===== config.mk =====
export PLATFORM = sky130hd
export DESIGN_NAME = dma_bus_arbiter
export DESIGN_NICKNAME = d
export VERILOG_FILES = /design/src/rtl/dma_pkg.sv /design/src/rtl/dma_grant_watchdog.sv /design/src/rtl/dma_bus_arbiter.sv
export SDC_FILE = /design/constraint.sdc
export NUM_CORES = 1
export LEC_CHECK = 0
export CORE_UTILIZATION = 56
export CTS_BUF_LIST = sky130_fd_sc_hd__clkbuf_8
export DETAILED_ROUTE_END_ITERATION = 7
export GPL_ROUTABILITY_DRIVEN = 0
export GPL_TIMING_DRIVEN = 1
export MAX_ROUTING_LAYER = met4
export PLACE_DENSITY = 0.81
export SLEW_MARGIN = 25
export SYNTH_ARGS = -nofsm -noshare
export SYNTH_HDL_FRONTEND = slang
export SYNTH_SLANG_ARGS = --single-unit
export TNS_END_PERCENT = 50

===== constraint.sdc =====
create_clock -name CLK -period 2.2 [get_ports CLK]
set_input_delay 0.44 -clock CLK [delete_from_list [all_inputs] [get_ports CLK]]
set_output_delay 0.44 -clock CLK [all_outputs]
set_load 0.005 [all_outputs]

===== src/rtl/dma_pkg.sv =====
// Shared definitions for the CPU-side DMA bus arbiter, its DMA write engine and the bench.
package dma_pkg;

  localparam int          WORD_SIZE   = 16;
  localparam logic [15:0] DMA_ADDRESS = 16'h01F4;
  localparam logic [15:0] DMA_LENGTH  = 16'd12;

  typedef enum logic [2:0] {
    IDLE,
    DELAY,
    CMD,
    WAIT_BR,
    WAIT_IDLE,
    GRANT,
    DONE
  } dma_state_e;

endpackage


===== src/rtl/dma_grant_watchdog.sv =====
// Grant-cycle counter: loads 1 on grant entry, counts while granted, flags the limit
// and captures the final count for reporting.
module dma_grant_watchdog #(
  parameter int           W     = 16,
  parameter logic [W-1:0] LIMIT = 16'd64
) (
  input  logic         clk,
  input  logic         reset_n,
  input  logic         load,
  input  logic         en,
  input  logic         capture,
  output logic         tc,
  output logic [W-1:0] captured
);

  logic [W-1:0] count_q, count_d;
  logic [W-1:0] captured_q, captured_d;

  // The entry cycle is itself a grant cycle, so the count starts at one.
  always_comb begin
    count_d    = count_q;
    captured_d = captured_q;
    if (load) begin
      count_d = {{(W-1){1'b0}}, 1'b1};
    end else if (en) begin
      count_d = count_q + {{(W-1){1'b0}}, 1'b1};
    end
    if (capture) begin
      captured_d = count_q;
    end
  end

  always_ff @(posedge clk) begin
    if (!reset_n) begin
      count_q    <= '0;
      captured_q <= '0;
    end else begin
      count_q    <= count_d;
      captured_q <= captured_d;
    end
  end

  assign tc       = (count_q == LIMIT);
  assign captured = captured_q;

endmodule


===== src/rtl/dma_bus_arbiter.sv =====
// CPU-side responder to the DMA write engine: issues cmd on a device interrupt,
// grants the bus once the CPU is idle, stalls the CPU meanwhile and reports completion.
module dma_bus_arbiter #(
  parameter int                   WORD_SIZE = dma_pkg::WORD_SIZE,
  parameter logic [WORD_SIZE-1:0] GRANT_MAX = 16'd64,
  parameter int                   CMD_DELAY = 2
) (
  input  logic                 CLK,
  input  logic                 reset_n,
  input  logic                 dev_irq,
  input  logic                 BR,
  input  logic                 cpu_mem_busy,
  output logic                 cmd,
  output logic                 BG,
  output logic                 cpu_stall,
  output logic                 dma_done,
  output logic                 dma_error,
  output logic [WORD_SIZE-1:0] grant_cycles,
  output dma_pkg::dma_state_e  dbg_state
);

  import dma_pkg::*;

  dma_state_e state_q, state_d;
  logic [7:0] dly_q, dly_d;
  logic       pending_q, pending_d;
  logic       err_q, err_d;
  logic       cmd_q, cmd_d;
  logic       bg_q, bg_d;
  logic       stall_q, stall_d;
  logic       done_q, done_d;
  logic       wd_tc;

  always_comb begin
    state_d   = state_q;
    dly_d     = dly_q;
    pending_d = pending_q;
    err_d     = err_q;

    // Single pending slot: an interrupt arriving mid-transfer is remembered once.
    if (dev_irq && (state_q != IDLE)) begin
      pending_d = 1'b1;
    end

    case (state_q)
      IDLE: begin
        if (dev_irq || pending_q) begin
          pending_d = 1'b0;
          if (CMD_DELAY == 0) begin
            state_d = CMD;
          end else begin
            state_d = DELAY;
            dly_d   = 8'(CMD_DELAY);
          end
        end
      end
      DELAY: begin
        dly_d = dly_q - 8'd1;
        if (dly_q <= 8'd1) begin
          state_d = CMD;
        end
      end
      CMD:     state_d = WAIT_BR;
      WAIT_BR: begin
        if (BR) begin
          state_d = cpu_mem_busy ? WAIT_IDLE : GRANT;
        end
      end
      WAIT_IDLE: begin
        if (!cpu_mem_busy) begin
          state_d = GRANT;
        end
      end
      GRANT: begin
        if (!BR) begin
          state_d = DONE;
        end else if (wd_tc) begin
          state_d = DONE;
          err_d   = 1'b1;
        end
      end
      DONE:    state_d = IDLE;
      default: state_d = IDLE;
    endcase

    // Outputs are decoded from the next state so each one is a plain flop.
    cmd_d   = (state_d == CMD);
    bg_d    = (state_d == GRANT);
    stall_d = (state_d == WAIT_IDLE) || (state_d == GRANT);
    done_d  = (state_d == DONE);
  end

  always_ff @(posedge CLK) begin
    if (!reset_n) begin
      state_q   <= IDLE;
      dly_q     <= '0;
      pending_q <= 1'b0;
      err_q     <= 1'b0;
      cmd_q     <= 1'b0;
      bg_q      <= 1'b0;
      stall_q   <= 1'b0;
      done_q    <= 1'b0;
    end else begin
      state_q   <= state_d;
      dly_q     <= dly_d;
      pending_q <= pending_d;
      err_q     <= err_d;
      cmd_q     <= cmd_d;
      bg_q      <= bg_d;
      stall_q   <= stall_d;
      done_q    <= done_d;
    end
  end

  dma_grant_watchdog #(
    .W     (WORD_SIZE),
    .LIMIT (GRANT_MAX)
  ) u_watchdog (
    .clk      (CLK),
    .reset_n  (reset_n),
    .load     ((state_d == GRANT) && (state_q != GRANT)),
    .en       (state_q == GRANT),
    .capture  ((state_q == GRANT) && (state_d == DONE)),
    .tc       (wd_tc),
    .captured (grant_cycles)
  );

  assign cmd       = cmd_q;
  assign BG        = bg_q;
  assign cpu_stall = stall_q;
  assign dma_done  = done_q;
  assign dma_error = err_q;
  assign dbg_state = state_q;

endmodule

==> results of run 1 <==
metrics by stage:
step	hold slack, ns	setup WS (ns)	area, um2
final	0.484	0.174	2650
after global routing	0.504	0.0554	2650
after CTS	0.489	0.159	2650
after detailed placement	0.470	0.175	2550
after global placement	0.446	0.227	2550
after floorplan	0.464	0.213	2160
state kept, by name (all words and copies together) (netlist names):
name	flops
u_watchdog.captured	16
cmd	1
dly_q	8
u_watchdog.count_q	16
dbg_state	3
dma_error	1
cpu_stall	1
BG	1
pending_q	1
dma_done	1
power groups by stage:
stage | Clock, uW | Combinational, uW | Sequential, uW
finish | 566 | 708 | 1050
CTS | 576 | 714 | 1050
global route | 612 | 803 | 1060
global placement | 0 | 704 | 1070
floorplan | 0 | 471 | 1070
detailed placement | 0 | 709 | 1070
cells in the mapped netlist, drive strengths merged, types with 4 or more instances:
| cell | count | share of area, % |
|---|---|---|
| dfxtp | 49 | 45 |
| nor2 | 23 | 4.0 |
| nor2b | 20 | 5.8 |
| mux2i | 17 | 7.9 |
| nand2 | 16 | 2.8 |
| xor2 | 11 | 4.5 |
| inv | 8 | 1.4 |
| nand3 | 8 | 1.9 |
| a21oi | 6 | 1.4 |
| clkbuf | 6 | 1.0 |
| nand4 | 5 | 1.4 |
| o21ai | 5 | 1.5 |
| a21boi | 4 | 1.4 |
| and2 | 4 | 1.2 |
| and3 | 4 | 1.2 |
| ha | 4 | 2.3 |
| o211ai | 4 | 1.4 |
area by class of cell:
type	count	area [um2]	share of cell area (%)
clock buffer	7	96.3	3.63
sequential	49	981	37.0
multi-input combinational	163	1110	41.9
clock inverter	1	5.00	0.189
timing repair buffer	38	368	13.9
tap	48	60.1	2.27
inverter	8	30.0	1.13
metal layers:
| layer | share of wire (%) | vias to the layer above |
|---|---|---|
| met5 | 0 | - |
| met4 | 0.96 | 0 |
| met3 | 2.9 | 4 |
| met2 | 48 | 28 |
| met1 | 48 | 792 |
| li1 | - | 867 |
worst reg2reg max path, cell delays in order, from the launching register on:
cell and delay [ns]:
sky130_fd_sc_hd__dfxtp_1 0.36, sky130_fd_sc_hd__or4_4 0.56, sky130_fd_sc_hd__o41ai_2 0.32, sky130_fd_sc_hd__o2111ai_2 0.25, sky130_fd_sc_hd__a21bo_4 0.34, sky130_fd_sc_hd__nor2_1 0.13
final timing paths:
kind / endpoint / slack, ns / start / depth (start not counted)
min: dma_error / 0.48 / dma_error / 1
max: u_watchdog.count_q[15] / 0.17 / dly_q[3] / 5
max reg2reg: u_watchdog.count_q[15] / 0.17 / dly_q[3] / 5
min reg2reg: dma_error / 0.48 / dma_error / 1
logic make-up after synthesis:
| logic type | after synthesis | synth area share [%] |
|---|---|---|
| simple gates | 96 | 23.8 |
| flops | 49 | 45.4 |
| fa+ha+maj | 4 | 2.32 |
| mux | 18 | 8.40 |
| buf+inv | 16 | 3.18 |
| compound gates | 31 | 11.2 |
| xor+xnor | 14 | 5.67 |
==> results.md, run 1 <==
* Outcome: complete, no violations
* Sw power at slightly above 700 uW
* Cell Count, Final, Fillers Out at roughly 310
* Final Core Density at 71.9%
* Core ar. at ~3700 um2
* Setup-failing EPs final at 0
* Fraction of power spent switching nets at between 30% and 40%
* First DRT Iteration DRCs at 70
* Number of endpoints with negative hold slack in the final report at 0
* Number of nets in the final layout at approximately 270
* Clock Root Buffer: sky130_fd_sc_hd__clkbuf_8
* GR peak layer: met2
* Total nets after synthesis at approximately 240
* Hold/Removal Path Class: reg -> reg
* Synthesized area at approximately 2200 um2
* Data required time of the worst path at around 2.4 ns
* Most used DFF post-synth: sky130_fd_sc_hd__dfxtp_1
* Flops & latches, synth at ~50
* Initial antenna violation count at 0
* Overall track demand over capacity in global routing at 21.8%
* Critical path's slowest cell: sky130_fd_sc_hd__or4_4
* Count of distinct cell types in the synthesized netlist at 41
* Insertion delay of the later-clocked pin in the worst-skew pair at 0.30 ns
* Largest net degree at the start of global routing at 17
* # Max-Cap Violations at 0
* Count of flip-flops with a built-in enable after synthesis at 0
* Number of global-route vias before repair at 1504
* Setup bufs post-CTS at 0
* Most common library cell in the layout ignoring fill and taps: sky130_fd_sc_hd__dfxtp_1
* Async set-reset flop share out of synthesis at 0%
* Slew of the pin with the lowest slew margin at 0.367 ns
* Max-slew violations at 0
* Logic gate share of total power at a little under a third
* Total power draw at 2320 uW
* Sequential Power Share at 45.1%
* Number of buffers inserted for hold repair after clock tree synthesis at 0
* Worst setup path class: reg -> reg
* Num Clock Sinks at 49
* Quantity of I/O buffers inserted on ports at 28
* Via count at between 1500 and 2000
* Num CTS Buffers at 5
* Int Pwr at 1620 uW
* Final worst path period share at about 92%
* Worst VDD drop at 0.479 mV
* Vias per cell at roughly 5.4
* Antenna diodes at 0
* M3 GR Usage at 4.29%
* First-pass iteration count of the detailed router at 4
* Kind of capture point of the worst setup path: register
* Number of synthesis warnings at 0
* Crit-path cells: or4_4, o41ai_2, o2111ai_2, a21bo_4, nor2_1
* Area grow syn2layout at 22.7%
* Clock share of power at ~24%
* Signal arrival time at the worst endpoint at ~2.3 ns
* Maximum clock frequency at approximately 490 MHz
* Crit path launch type: register
* Quantity of gates resized following cts at 0
* Instance count after placement with tap cells included at slightly above 300
* Dominant delay contributor by cell family on the critical path: compound AO/OA/AOI/OAI gates
* Num rows at 22
* Number of antenna-violating nets in the routed design at 0
* Share of layout cells above drive strength 1 at 10.9%
* Sequential-to-total area share from yosys stat at 45.4%
* Setup tns final at 0 ns
* TritonCTS clock tree: done
* Worst max-slew margin expressed relative to the limit at approximately three quarters
* Detailed-placement wirelength estimate at 2.75 mm
* Met2 usage in global routing at a little under two fifths
* Die Footprint at approximately 4000 um2
* Clock buffer depth at 2
* Overall die width at 64.1 um
* Setup Skew at around 0.0070 ns
* Average wire length per cell after detail routing at between 10 and 15 um
* Static power due to leakage at ~0.0011 uW
* Critical-path maximum fanout at 15
* Post-synthesis average cell area at 9.48 um2
* Tmin final at between 2 and 2.5 ns
* Largest stage delay on the critical path at approximately 0.56 ns
* Routed wire length at between 3 and 4 mm
* Top library cells by usage in the layout, fill and taps aside: sky130_fd_sc_hd__dfxtp_1, sky130_fd_sc_hd__clkdlybuf4s50_1, sky130_fd_sc_hd__nor2_1
* Global-route wire length before repair at 6.80 mm
* Routing usage on met1 at a little over a quarter
* H-tree levels at 2
* Clock transition at the register clock pins on the worst setup and hold paths after CTS at ~0.09 ns
* # fillers at between 200 and 300
* Pwr dens at approximately 880 nW/um2
* Overall die height at about 64 um
* Initial Utilization at between 50 and 60%
* Detailed-route DRC error count at 0
* Unrepaired setup endpoints after global routing: false
* Ports at 29
* WP buf/inv at 0
* Synth Instances at 228
* Global-route congestion overflow total at 0
No activity file was read; power rests on OpenSTA's default activity.
==> run 2, diff against run 1 <==
--- a/config.mk
+++ b/config.mk
@@ -12,7 +12,7 @@
 export GPL_TIMING_DRIVEN = 1
 export MAX_ROUTING_LAYER = met4
 export PLACE_DENSITY = 0.81
-export SLEW_MARGIN = 25
+export SLEW_MARGIN = 20
 export SYNTH_ARGS = -nofsm -noshare
 export SYNTH_HDL_FRONTEND = slang
 export SYNTH_SLANG_ARGS = --single-unit
==> results of run 2 <==
Same layout as run 1: the final DEF is identical, and so are final timing and power.
